--- src/rtl/usb_pkg.sv ---
// usb_pkg: shared line-state, receive-FSM and PID definitions for the full-speed USB receiver
package usb_pkg;
   typedef enum logic [1:0] {
      LS_SE0 = 2'b00,
      LS_K   = 2'b01,
      LS_J   = 2'b10,
      LS_SE1 = 2'b11
   } line_t;
   typedef enum logic [2:0] {ST_IDLE, ST_SYNC, ST_DATA, ST_EOP, ST_ERR} rx_state_t;
   localparam logic [7:0] SYNC_PAT  = 8'h80;
   localparam logic [3:0] PID_OUT   = 4'h1;
   localparam logic [3:0] PID_IN    = 4'h9;
   localparam logic [3:0] PID_SOF   = 4'h5;
   localparam logic [3:0] PID_SETUP = 4'hD;
   localparam logic [3:0] PID_DATA0 = 4'h3;
   localparam logic [3:0] PID_DATA1 = 4'hB;
   localparam logic [3:0] PID_ACK   = 4'h2;
   localparam logic [3:0] PID_NAK   = 4'hA;
   function automatic logic pid_ok(input logic [7:0] b);
      return b[7:4] == ~b[3:0];
   endfunction
endpackage

--- src/rtl/usb_fs_rx_ctrl_if.sv ---
// usb_fs_rx_ctrl_if: pad inputs and received-byte/framing outputs of the USB receiver
// master: receiver side (samples data/data_n, drives rx_* and bus_reset)
// slave : line driver / protocol layer side
interface usb_fs_rx_ctrl_if;
   logic       data;
   logic       data_n;
   logic [7:0] rx_byte;
   logic       rx_byte_valid;
   logic       rx_packet_start;
   logic       rx_packet_end;
   logic       rx_error;
   logic       rx_active;
   logic       bus_reset;
   modport master (
      input  data, data_n,
      output rx_byte, rx_byte_valid, rx_packet_start, rx_packet_end, rx_error, rx_active, bus_reset
   );
   modport slave (
      output data, data_n,
      input  rx_byte, rx_byte_valid, rx_packet_start, rx_packet_end, rx_error, rx_active, bus_reset
   );
endinterface

--- src/rtl/usb_rx_dpll.sv ---
// usb_rx_dpll: line synchroniser, line-state decode and bit-phase recovery
// Ports: clock48/reset_n; i_dp/i_dn raw pads; o_line synchronised line state;
//        o_sample one-cycle mid-bit strobe; o_j2k J->K edge of the synchronised line
module usb_rx_dpll
   import usb_pkg::*;
#(
   parameter int CLOCKS_PER_BIT = 4
) (
   input  logic  clock48,
   input  logic  reset_n,
   input  logic  i_dp,
   input  logic  i_dn,
   output line_t o_line,
   output logic  o_sample,
   output logic  o_j2k
);
   localparam int PW = CLOCKS_PER_BIT > 1 ? $clog2(CLOCKS_PER_BIT) : 1;
   logic [1:0]    r_dp;
   logic [1:0]    r_dn;
   line_t         r_prev;
   logic [PW-1:0] r_phase;
   assign o_line   = line_t'({r_dp[1], r_dn[1]});
   assign o_sample = r_phase == PW'(CLOCKS_PER_BIT / 2);
   assign o_j2k    = r_prev == LS_J && o_line == LS_K;
   // any line change realigns the phase so sampling lands late in the bit cell
   always_ff @(posedge clock48 or negedge reset_n)
      if (!reset_n) begin
         r_dp    <= '0;
         r_dn    <= '0;
         r_prev  <= LS_SE0;
         r_phase <= '0;
      end else begin
         r_dp    <= {r_dp[0], i_dp};
         r_dn    <= {r_dn[0], i_dn};
         r_prev  <= o_line;
         r_phase <= (o_line != r_prev || r_phase == PW'(CLOCKS_PER_BIT - 1)) ? '0 : r_phase + PW'(1);
      end
endmodule

--- src/rtl/usb_fs_rx_ctrl.sv ---
// usb_fs_rx_ctrl: full-speed USB receive sequencer (SYNC, NRZI, unstuff, bytes, EOP, bus reset)
// Ports: clock48 48 MHz clock; reset_n async active-low reset;
//        bus (master) data/data_n pads in, rx_byte/rx_byte_valid/rx_packet_start/
//        rx_packet_end/rx_error/rx_active/bus_reset out
// Option: USB_RX_PID_CHECK_EN enables the first-byte PID nibble check
module usb_fs_rx_ctrl
   import usb_pkg::*;
#(
   parameter int CLOCKS_PER_BIT   = 4,
   parameter int RESET_SE0_CYCLES = 120,
   parameter int IDLE_BITS        = 8
) (
   input logic              clock48,
   input logic              reset_n,
   usb_fs_rx_ctrl_if.master bus
);
   localparam int SW = $clog2(RESET_SE0_CYCLES + 1);
   localparam int IW = $clog2(IDLE_BITS + 1);
   line_t         w_line;
   logic          w_sample;
   logic          w_j2k;
   logic          w_se0;
   logic          w_jk;
   logic          w_bit;
   logic          w_rst_hit;
   logic [7:0]    w_byte;
   logic [SW-1:0] r_se0;
   rx_state_t     r_state;
   line_t         r_last;
   logic [2:0]    r_bits;
   logic [2:0]    r_ones;
   logic [7:0]    r_shift;
   logic [IW-1:0] r_idle;
   logic          r_got;
   logic          r_eop;
   logic          r_pid_bad;
   usb_rx_dpll #(.CLOCKS_PER_BIT(CLOCKS_PER_BIT)) u_dpll (
      .clock48  (clock48),
      .reset_n  (reset_n),
      .i_dp     (bus.data),
      .i_dn     (bus.data_n),
      .o_line   (w_line),
      .o_sample (w_sample),
      .o_j2k    (w_j2k)
   );
   assign w_se0     = w_line == LS_SE0;
   assign w_jk      = w_line == LS_J || w_line == LS_K;
   assign w_bit     = w_line == r_last;
   assign w_byte    = {w_bit, r_shift[7:1]};
   assign w_rst_hit = w_se0 && r_se0 >= SW'(RESET_SE0_CYCLES - 1);
   always_ff @(posedge clock48 or negedge reset_n)
      if (!reset_n) begin
         r_se0         <= '0;
         bus.bus_reset <= 1'b0;
      end else begin
         r_se0         <= !w_se0 ? '0 : (r_se0 == SW'(RESET_SE0_CYCLES) ? r_se0 : r_se0 + SW'(1));
         bus.bus_reset <= w_rst_hit;
      end
   always_ff @(posedge clock48 or negedge reset_n)
      if (!reset_n) begin
         r_state             <= ST_IDLE;
         r_last              <= LS_SE0;
         r_bits              <= '0;
         r_ones              <= '0;
         r_shift             <= '0;
         r_idle              <= '0;
         r_got               <= 1'b0;
         r_eop               <= 1'b0;
         r_pid_bad           <= 1'b0;
         bus.rx_byte         <= '0;
         bus.rx_byte_valid   <= 1'b0;
         bus.rx_packet_start <= 1'b0;
         bus.rx_packet_end   <= 1'b0;
         bus.rx_error        <= 1'b0;
         bus.rx_active       <= 1'b0;
      end else begin
         bus.rx_byte_valid   <= 1'b0;
         bus.rx_packet_start <= 1'b0;
         bus.rx_packet_end   <= 1'b0;
         bus.rx_error        <= 1'b0;
         // bus reset aborts silently and takes priority over any FSM step
         if (w_rst_hit) begin
            r_state       <= ST_IDLE;
            bus.rx_active <= 1'b0;
         end else case (r_state)
            ST_IDLE: if (w_j2k) begin
               r_state <= ST_SYNC;
               r_last  <= LS_J;
               r_bits  <= '0;
            end
            ST_SYNC: if (w_sample) begin
               r_last <= w_line;
               if (!w_jk || w_bit != SYNC_PAT[r_bits]) begin
                  r_state      <= ST_ERR;
                  r_idle       <= '0;
                  bus.rx_error <= 1'b1;
               end else if (r_bits == 3'd7) begin
                  r_state             <= ST_DATA;
                  r_bits              <= '0;
                  r_ones              <= '0;
                  r_got               <= 1'b0;
                  r_pid_bad           <= 1'b0;
                  bus.rx_packet_start <= 1'b1;
                  bus.rx_active       <= 1'b1;
               end else
                  r_bits <= r_bits + 3'd1;
            end
            ST_DATA: if (w_sample) begin
               r_last <= w_line;
               if (w_se0) begin
                  r_state <= ST_EOP;
                  r_eop   <= 1'b0;
               end else if (w_line == LS_SE1 || (r_ones == 3'd6 && w_bit)) begin
                  r_state           <= ST_ERR;
                  r_idle            <= '0;
                  bus.rx_packet_end <= 1'b1;
                  bus.rx_error      <= 1'b1;
                  bus.rx_active     <= 1'b0;
               end else if (r_ones == 3'd6)
                  r_ones <= '0;
               else begin
                  r_ones  <= w_bit ? r_ones + 3'd1 : 3'd0;
                  r_shift <= w_byte;
                  r_bits  <= r_bits + 3'd1;
                  if (r_bits == 3'd7) begin
                     bus.rx_byte       <= w_byte;
                     bus.rx_byte_valid <= 1'b1;
                     r_got             <= 1'b1;
`ifdef USB_RX_PID_CHECK_EN
                     if (!r_got) r_pid_bad <= !pid_ok(w_byte);
`else
                     r_pid_bad <= 1'b0;
`endif
                  end
               end
            end
            ST_EOP: if (w_sample) begin
               if (w_se0 && !r_eop)
                  r_eop <= 1'b1;
               else begin
                  r_state           <= ST_IDLE;
                  bus.rx_packet_end <= 1'b1;
                  bus.rx_active     <= 1'b0;
                  bus.rx_error      <= w_line != LS_J || r_bits != 3'd0 || !r_got || r_pid_bad;
               end
            end
            ST_ERR: if (w_sample) begin
               r_idle <= w_line == LS_J ? r_idle + IW'(1) : '0;
               if (w_line == LS_J && r_idle == IW'(IDLE_BITS - 1)) r_state <= ST_IDLE;
            end
            default: r_state <= ST_IDLE;
         endcase
      end
endmodule
--- src/flat_wrapper.sv ---
// flat-port wrapper written by rule: the top's interface ports become plain ports
module usb_fs_rx_ctrl_flat import usb_pkg::*;
#(
   parameter int CLOCKS_PER_BIT   = 4,
   parameter int RESET_SE0_CYCLES = 120,
   parameter int IDLE_BITS        = 8
)
  (clock48, reset_n, bus_data, bus_data_n, bus_rx_byte, bus_rx_byte_valid, bus_rx_packet_start, bus_rx_packet_end, bus_rx_error, bus_rx_active, bus_bus_reset);
  usb_fs_rx_ctrl_if bus_i ();
  input logic clock48;
  input logic reset_n;
  input wire logic [$bits(bus_i.data)-1:0] bus_data;
  input wire logic [$bits(bus_i.data_n)-1:0] bus_data_n;
  output wire logic [$bits(bus_i.rx_byte)-1:0] bus_rx_byte;
  output wire logic [$bits(bus_i.rx_byte_valid)-1:0] bus_rx_byte_valid;
  output wire logic [$bits(bus_i.rx_packet_start)-1:0] bus_rx_packet_start;
  output wire logic [$bits(bus_i.rx_packet_end)-1:0] bus_rx_packet_end;
  output wire logic [$bits(bus_i.rx_error)-1:0] bus_rx_error;
  output wire logic [$bits(bus_i.rx_active)-1:0] bus_rx_active;
  output wire logic [$bits(bus_i.bus_reset)-1:0] bus_bus_reset;
  assign bus_i.data = bus_data;
  assign bus_i.data_n = bus_data_n;
  assign bus_rx_byte = bus_i.rx_byte;
  assign bus_rx_byte_valid = bus_i.rx_byte_valid;
  assign bus_rx_packet_start = bus_i.rx_packet_start;
  assign bus_rx_packet_end = bus_i.rx_packet_end;
  assign bus_rx_error = bus_i.rx_error;
  assign bus_rx_active = bus_i.rx_active;
  assign bus_bus_reset = bus_i.bus_reset;
  usb_fs_rx_ctrl #(.CLOCKS_PER_BIT(CLOCKS_PER_BIT), .RESET_SE0_CYCLES(RESET_SE0_CYCLES), .IDLE_BITS(IDLE_BITS)) u_core (.clock48(clock48), .reset_n(reset_n), .bus(bus_i));
endmodule
--- config.mk ---
export PLATFORM = sky130hd
export DESIGN_NAME = usb_fs_rx_ctrl_flat
export DESIGN_NICKNAME = d
export VERILOG_FILES = /design/src/rtl/usb_pkg.sv /design/src/rtl/usb_fs_rx_ctrl_if.sv /design/src/rtl/usb_rx_dpll.sv /design/src/rtl/usb_fs_rx_ctrl.sv /design/src/flat_wrapper.sv
export SDC_FILE = /design/constraint.sdc
export NUM_CORES = 1
export LEC_CHECK = 0
export CAP_MARGIN = 20
export CORE_ASPECT_RATIO = 0.75
export CORE_UTILIZATION = 40
export CTS_CLUSTER_DIAMETER = 50
export DETAILED_ROUTE_END_ITERATION = 12
export HOLD_SLACK_MARGIN = 0.03
export PLACE_DENSITY_LB_ADDON = 0.25
export REMOVE_ABC_BUFFERS = 1
export SETUP_SLACK_MARGIN = 0.4
export SKIP_LAST_GASP = 1
export SLEW_MARGIN = 10
export SYNTH_ARGS = -nofsm -noshare
export SYNTH_HDL_FRONTEND = slang
export SYNTH_SLANG_ARGS = --single-unit
--- constraint.sdc ---
create_clock -name clock48 -period 2.9 [get_ports clock48]
set_input_delay 0.58 -clock clock48 [delete_from_list [all_inputs] [get_ports clock48]]
set_output_delay 0.58 -clock clock48 [all_outputs]
set_load 0.005 [all_outputs]
==> impl_metrics.json, run 1 <==
{
  "internal_power_uw": 1390,
  "status": "complete, no violations",
  "track_usage_pct": 15.6,
  "h-tree-depth": 2,
  "io_pins": 18,
  "finClkSkew_ns": 0.00667,
  "hp-class": "in2async",
  "gr-total-overflow": 0,
  "combinationalPowerShare_pct": 34.2,
  "switching_share_pct": 36.0,
  "irDropWorstVdd_mv": 0.292,
  "finalNonFillerCells": 354,
  "cts_resized": 0,
  "async_flop_share_pct": 100,
  "antenna_found_initial": 0,
  "synth_edf_count": 0,
  "cts_tree": "built",
  "root_buffer": "clkbuf_8",
  "final_nets": 290,
  "p_switching_uw": 781,
  "finalSetupViolations": 0,
  "p_total_uw": 2170,
  "synth_top_cell_area_share_pct": 47.4,
  "wl_per_cell_um": 14.8,
  "viasPerCell": 5.36,
  "clkPwrFrac_pct": 23.6,
  "gp_congestion": 0.913,
  "drc": 0,
  "post_cts_buffers": 0,
  "cp-start-kind": "flop",
  "period_share_pct": 82.6,
  "ys_seq_area_share_pct": 47.4,
  "tightest_slew_ns": 0.679,
  "p_leak_uw": 0.00140,
  "ys_warn_count": 0,
  "antennaDiodeCount": 0,
  "dieHeight_um": 74.4,
  "syn_area_mm2": 0.00280,
  "fin_crit_ns": 2.39,
  "hold_viol_final": 0,
  "reg2reg_setup_slack_ns": 0.51,
  "synth_flop_cell": "dfrtp_1",
  "p_seq_share_pct": 42.2,
  "fill_cells": 583,
  "cts_buffers": 5,
  "clockBufferDepth": 2,
  "num_rows": 25,
  "arrival_ns": 2.61,
  "synth.avg_cell_area_um2": 11.0,
  "drv_slew": 0,
  "num_vias": 1898,
  "path_clk_slew_ns": 0.10,
  "post_cts_hold_buffer_count": 0,
  "dp.cells": 346,
  "slew-limit-headroom_pct": 54.7,
  "ys_seq_elements": 53,
  "power_density_mw_per_mm2": 685,
  "antenna_left": 0,
  "areaGrowthSynthToFinish_pct": 13.6,
  "synth_cell_types": 63,
  "firstDrtPassIters": 6,
  "first_iter_violations": 163,
  "crit_fanout": 7,
  "grt_max_degree": 54,
  "synthCells": 253,
  "drt_wl_total_um": 5250,
  "initial_core_util_pct": 42.8,
  "die-width_um": 98.5,
  "clock_sinks": 53,
  "port_buffers": 17,
  "synth_area_leaders": "dfrtp_1 (47%), mux2_2 (6.8%), ha_1 (6.3%)",
  "grt_pass1_vias": 1774,
  "critical_path_class": "reg2reg",
  "clk-insertion-delay-late_ns": 0.31,
  "rsz0062_at_grt": "true",
  "drv_cap": 0,
  "endpoint_kind": "flop",
  "fp.coreArea_mm2": 0.00654,
  "required_ns": 3.11,
  "die-area_mm2": 0.00733,
  "max_freq_ghz": 0.418,
  "place_hpwl_um": 3800,
  "yosysTopAreaCell": "dfrtp_1",
  "tns_ns": 0,
  "grt_pass1_wl_um": 8810,
  "drive_gt1_share_pct": 17.2
}
## cells by family after synthesis
family	count (synthesis)	share of synthesized area, %
adders and majority gates	15	6.62
and+or+nand+nor	90	19.2
xor gates and xnor gates	8	3.04
muxes	23	9.18
buffers and inverters	22	3.58
AOI/OAI and AO/OA	42	10.9
DFF	53	47.4
## per-stage QoR
| step | utilization [%] | hold WS (ns) | setup WS (ns) | instance area [µm²] |
|---|---|---|---|---|
| floorplan | - | 0.284 | 0.702 | 2750 |
| global placement | 46.6 | 0.333 | 0.571 | 3050 |
| detailed placement | 46.6 | 0.336 | 0.519 | 3050 |
| CTS | 48.4 | 0.248 | 0.510 | 3160 |
| global route | 48.6 | 0.259 | 0.393 | 3170 |
| finish | 48.6 | 0.237 | 0.505 | 3170 |
## power by group through the flow
stage | Combinational, µW | Sequential [µW] | Clock [µW]
2_1_floorplan | 549 | 909 | 0
3_3_place_gp | 729 | 930 | 0
3_5_place_dp | 726 | 928 | 0
4_1_cts | 731 | 914 | 531
5_1_grt | 824 | 928 | 559
6_report | 742 | 917 | 514
## registers in the layout (all words and copies together) (netlist names), 3 cells and up
register            count
u_core.r_se0            7
u_core.r_bits           3
u_core.bus.rx_byte      8
u_core.r_state          3
u_core.r_ones           3
u_core.r_idle           4
u_core.r_shift          7
## Yosys cell counts, drive strengths merged (3+ instances only)
cell and number:
mux2i 5, nand2 18, xnor2 4, nand4 6
mux2 18, nor2b 4, a21oi 5, buf 6
nor2 12, o21ai 12, nor3b 4, o31ai 3
xor2 4, o211ai 3, ha 14, dfrtp 53
nand3 9, nor3 6, or2 3, and2 5
or3 6, inv 14
## layer usage
| layer | wire [µm] | up-vias | global-route usage [%] | part of all wire, % |
|---|---|---|---|---|
| met5 | 0 | - | 0 | 0 |
| met4 | 59 | 0 | 5.47 | 1.1 |
| met3 | 329 | 6 | 5.45 | 6.3 |
| met2 | 2150 | 48 | 20.8 | 41 |
| met1 | 2720 | 899 | 23.2 | 52 |
| li1 | - | 945 | - | - |
## final cells by class
cell class	count	area [µm²]	area share, %
multi-input combinational	178	1380	43.5
sequential	53	1330	41.8
timing repair buffer	20	200	6.31
tap	81	101	3.19
clock buffer	5	68.8	2.17
inverter	14	52.6	1.66
clock inverter	3	43.8	1.38
## layout by cell type (no fill, tap or decap), types with 2 or more instances in the layout
| cell type | count |
|---|---|
| dfrtp_1 | 52 |
| buf_4 | 2 |
| xor2_1 | 2 |
| o21ai_0 | 12 |
| a211oi_1 | 2 |
| mux2_2 | 17 |
| nor4_1 | 2 |
| xnor2_1 | 4 |
| inv_1 | 14 |
| or2_2 | 2 |
| clkdlybuf4s50_1 | 16 |
| nand2_1 | 17 |
| o31ai_1 | 3 |
| nor3b_1 | 3 |
| nor2_1 | 11 |
| mux2i_1 | 5 |
| o22ai_1 | 2 |
| nor2b_1 | 4 |
| o21a_1 | 2 |
| a21oi_1 | 5 |
| and2_1 | 4 |
| clkbuf_8 | 5 |
| o211ai_1 | 3 |
| nand2b_1 | 2 |
| a21boi_0 | 2 |
| ha_1 | 14 |
| nor3_1 | 5 |
| xor2_2 | 2 |
| a21o_1 | 2 |
| nand4_1 | 6 |
| nand3_1 | 8 |
| or3_1 | 6 |
## critical path, cell delays in order (launching register included)
cell and delay [ns]:
dfrtp_1 0.48, inv_1 0.13, ha_1 0.35, nand4bb_1 0.13
or4b_1 0.56, nand3_2 0.18, and2_4 0.18, mux2_4 0.29
## path summary, 6_finish.rpt
check                                      start                  endpoint  cells after the start
max reg2reg                u_core.u_dpll.r_dn[1]          u_core.r_ones[1]                      7
min reg2reg                u_core.u_dpll.r_dn[0]     u_core.u_dpll.r_dn[1]                      0
max in group asynchronous                reset_n     u_core.u_dpll.r_dp[1]                      2
min in group clock48       u_core.u_dpll.r_dn[0]     u_core.u_dpll.r_dn[1]                      0
max                        u_core.u_dpll.r_dn[1]          u_core.r_ones[1]                      7
min                                      reset_n  u_core.bus.rx_packet_end                      2
No activity file was read; power rests on OpenSTA's default activity.
==> inputs of run 2 (changes only) <==
- clock period: 2.9 -> 2.3 ns (I/O delays scaled with it)
==> run 2 against run 1 <==
Against the previous run:
- combinational power increased by 100%
- register-to-register slack got worse by 0.28 ns
- die area unchanged
- clock-buffer cell count unchanged
==> impl_metrics.json, run 2 (same netlist as run 1, synthesis figures left out) <==
{
  "clockBufferDepth": 2,
  "dieHeight_um": 74.4,
  "finalSetupViolations": 0,
  "fill_cells": 525,
  "cts_tree": "built",
  "cp-start-kind": "flop",
  "die-width_um": 98.5,
  "wl_per_cell_um": 16.4,
  "multi_input_area_mm2": 0.00158,
  "endpoint_kind": "flop",
  "final_core_util_pct": 57.1,
  "status": "complete, no violations",
  "path_clk_slew_ns": 0.10,
  "gp_congestion": 0.923,
  "ff2ff_path_depth": 6,
  "firstDrtPassIters": 6,
  "cp_slowest_stage_delay_ns": 0.55,
  "dp.cells": 360,
  "r2r_start": "u_core.r_state[0]",
  "rsz0062_at_grt": "true",
  "num_vias": 2161,
  "top_layer_used": "met4",
  "regArea_mm2": 0.00133,
  "layout_setup_ws_ns": 0.225,
  "clk-insertion-delay-late_ns": 0.31,
  "final_cell_mix": "dfrtp_1 (50), buf_4 (35), mux2_2 (16), clkdlybuf4s50_1 (16), nand2_1 (14)",
  "whs_path_depth": 0,
  "finClkSkew_ns": 0.00875,
  "h-tree-depth": 2,
  "initial_core_util_pct": 42.8,
  "track_usage_pct": 18.1,
  "crit_fanout": 8,
  "first_iter_violations": 224,
  "grt_pass1_vias": 2013,
  "tightest_slew_ns": 0.542,
  "gr-total-overflow": 0,
  "grt_max_degree": 26,
  "final_common_cell": "dfrtp_1",
  "drive_gt1_share_pct": 37.1,
  "hp-class": "reg2reg",
  "cts_buffers": 5,
  "required_ns": 2.50,
  "reg2reg_setup_slack_ns": 0.22,
  "num_rows": 25,
  "hold_viol_final": 0,
  "fp.coreArea_mm2": 0.00654,
  "drv_slew": 0,
  "grt_pass1_wl_um": 10000,
  "port_buffers": 17,
  "drt_wl_total_um": 6500,
  "worstHoldStart": "u_core.u_dpll.r_dp[0]",
  "drc": 0,
  "reg_top3": "u_core.bus.rx_byte x8, u_core.r_se0 x7, u_core.r_shift x7",
  "clock_sinks": 53,
  "drv_cap": 0,
  "path_cells": "clkbuf_4, nand4bb_1, or4b_4, nand3_4, and2_4, mux2_4",
  "route.met2.wl_um": 2920,
  "wl_met1_um": 3150,
  "holdPathEnd": "u_core.u_dpll.r_dp[1]",
  "root_buffer": "clkbuf_8",
  "finalNonFillerCells": 396,
  "power_density_mw_per_mm2": 912,
  "antenna_left": 0,
  "irDropWorstVdd_mv": 0.612,
  "r2r_end": "u_core.r_ones[1]",
  "critical_path_class": "reg2reg",
  "dp_slack_ns": 0.0852,
  "max_freq_ghz": 0.482,
  "die-area_mm2": 0.00733,
  "viasPerCell": 5.46,
  "antennaDiodeCount": 0,
  "cpMaxStageDelayCell": "or4b_4",
  "io_pins": 18,
  "final_nets": 332,
  "areaGrowthSynthToFinish_pct": 33.5,
  "place_hpwl_um": 4060,
  "tns_ns": 0,
  "antenna_found_initial": 0,
  "p_leak_uw": 0.00164,
  "slew-limit-headroom_pct": 63.8,
  "period_share_pct": 90.2,
  "fin_crit_ns": 2.08,
  "regMostFlops": "u_core.bus.rx_byte",
  "arrival_ns": 2.28,
  "route.met3.wl_um": 317,
  "largest_reg_flops": 8
}
==> run 2: cell types whose count changed in the layout (fill, tap and decap cells not counted), moves of 4 or more <==
cell / before / now
buf_4: 2 / 35
inv_1: 14 / 10
ha_1: 14 / 8
inv_2: 0 / 4
buf_6: 0 / 5
==> run 2: how the worst max path moves through the flow <==
| stage | from | endpoint | slack (ns) | cells after the start |
|---|---|---|---|---|
| floorplan | u_core.u_dpll.r_dn[1] | u_core.r_ones[1] | 0.10 | 7 |
| global placement | u_core.u_dpll.r_phase[0] | u_core.r_last[1] | 0.19 | 6 |
| detailed placement | u_core.r_bits[0] | u_core.r_ones[1] | 0.09 | 7 |
| CTS | u_core.u_dpll.r_dn[1] | u_core.r_ones[1] | 0.28 | 7 |
| global route | u_core.u_dpll.r_dp[1] | u_core.r_bits[2] | 0.11 | 9 |
| finish | u_core.r_state[0] | u_core.r_ones[1] | 0.22 | 6 |
==> run 2: where the power goes <==
group | leakage [µW] | switching (µW) | internal (µW) | total (µW)
Sequential | 0.000705 | 102 | 1020 | 1120
Clock | 0.0000687 | 327 | 438 | 765
Combinational | 0.000866 | 777 | 741 | 1520
==> run 2: through the flow <==
step / power [µW] / area [µm²] / hold slack [ns]
2_1_floorplan: 1840 / 2750 / 0.164
3_5_place_dp: 2200 / 3150 / 0.327
6_report: 3400 / 3730 / 0.357
3_3_place_gp: 2200 / 3150 / 0.322
5_1_grt: 3600 / 3730 / 0.363
4_1_cts: 3180 / 3550 / 0.362
==> run 2: critical path, delay by kind of cell, from the launching register on <==
| family | cells | cell delay (ns) |
|---|---|---|
| and+or+nand+nor | 4 | 0.98 |
| muxes | 1 | 0.29 |
| buffers and inverters | 1 | 0.23 |
| DFF | 1 | 0.47 |
==> run 2: routing by layer <==
metal	up-vias	GRT usage, %
met4	0	6.14
met1	1059	26.0
li1	1032	-
met3	14	4.04
met5	-	0
met2	56	27.1
==> run 2: cell type report <==
type                       count  share of cell area, %
timing repair buffer          61                   14.1
tap                           81                   2.72
clock buffer                   5                   1.84
sequential                    53                   35.6
clock inverter                 3                   1.84
multi-input combinational    179                   42.4
inverter                      14                   1.41
==> run 2: timing repair <==
item | CTS | global route
gates resized for setup | 35 | 17
hold buffers | 1 | 0
endpoints found under the setup margin | 26 | 27
cloned | 1 | 0
endpoints found under the hold margin | 7 | 0
setup buffers | 10 | 16
pin swaps | 13 | 8
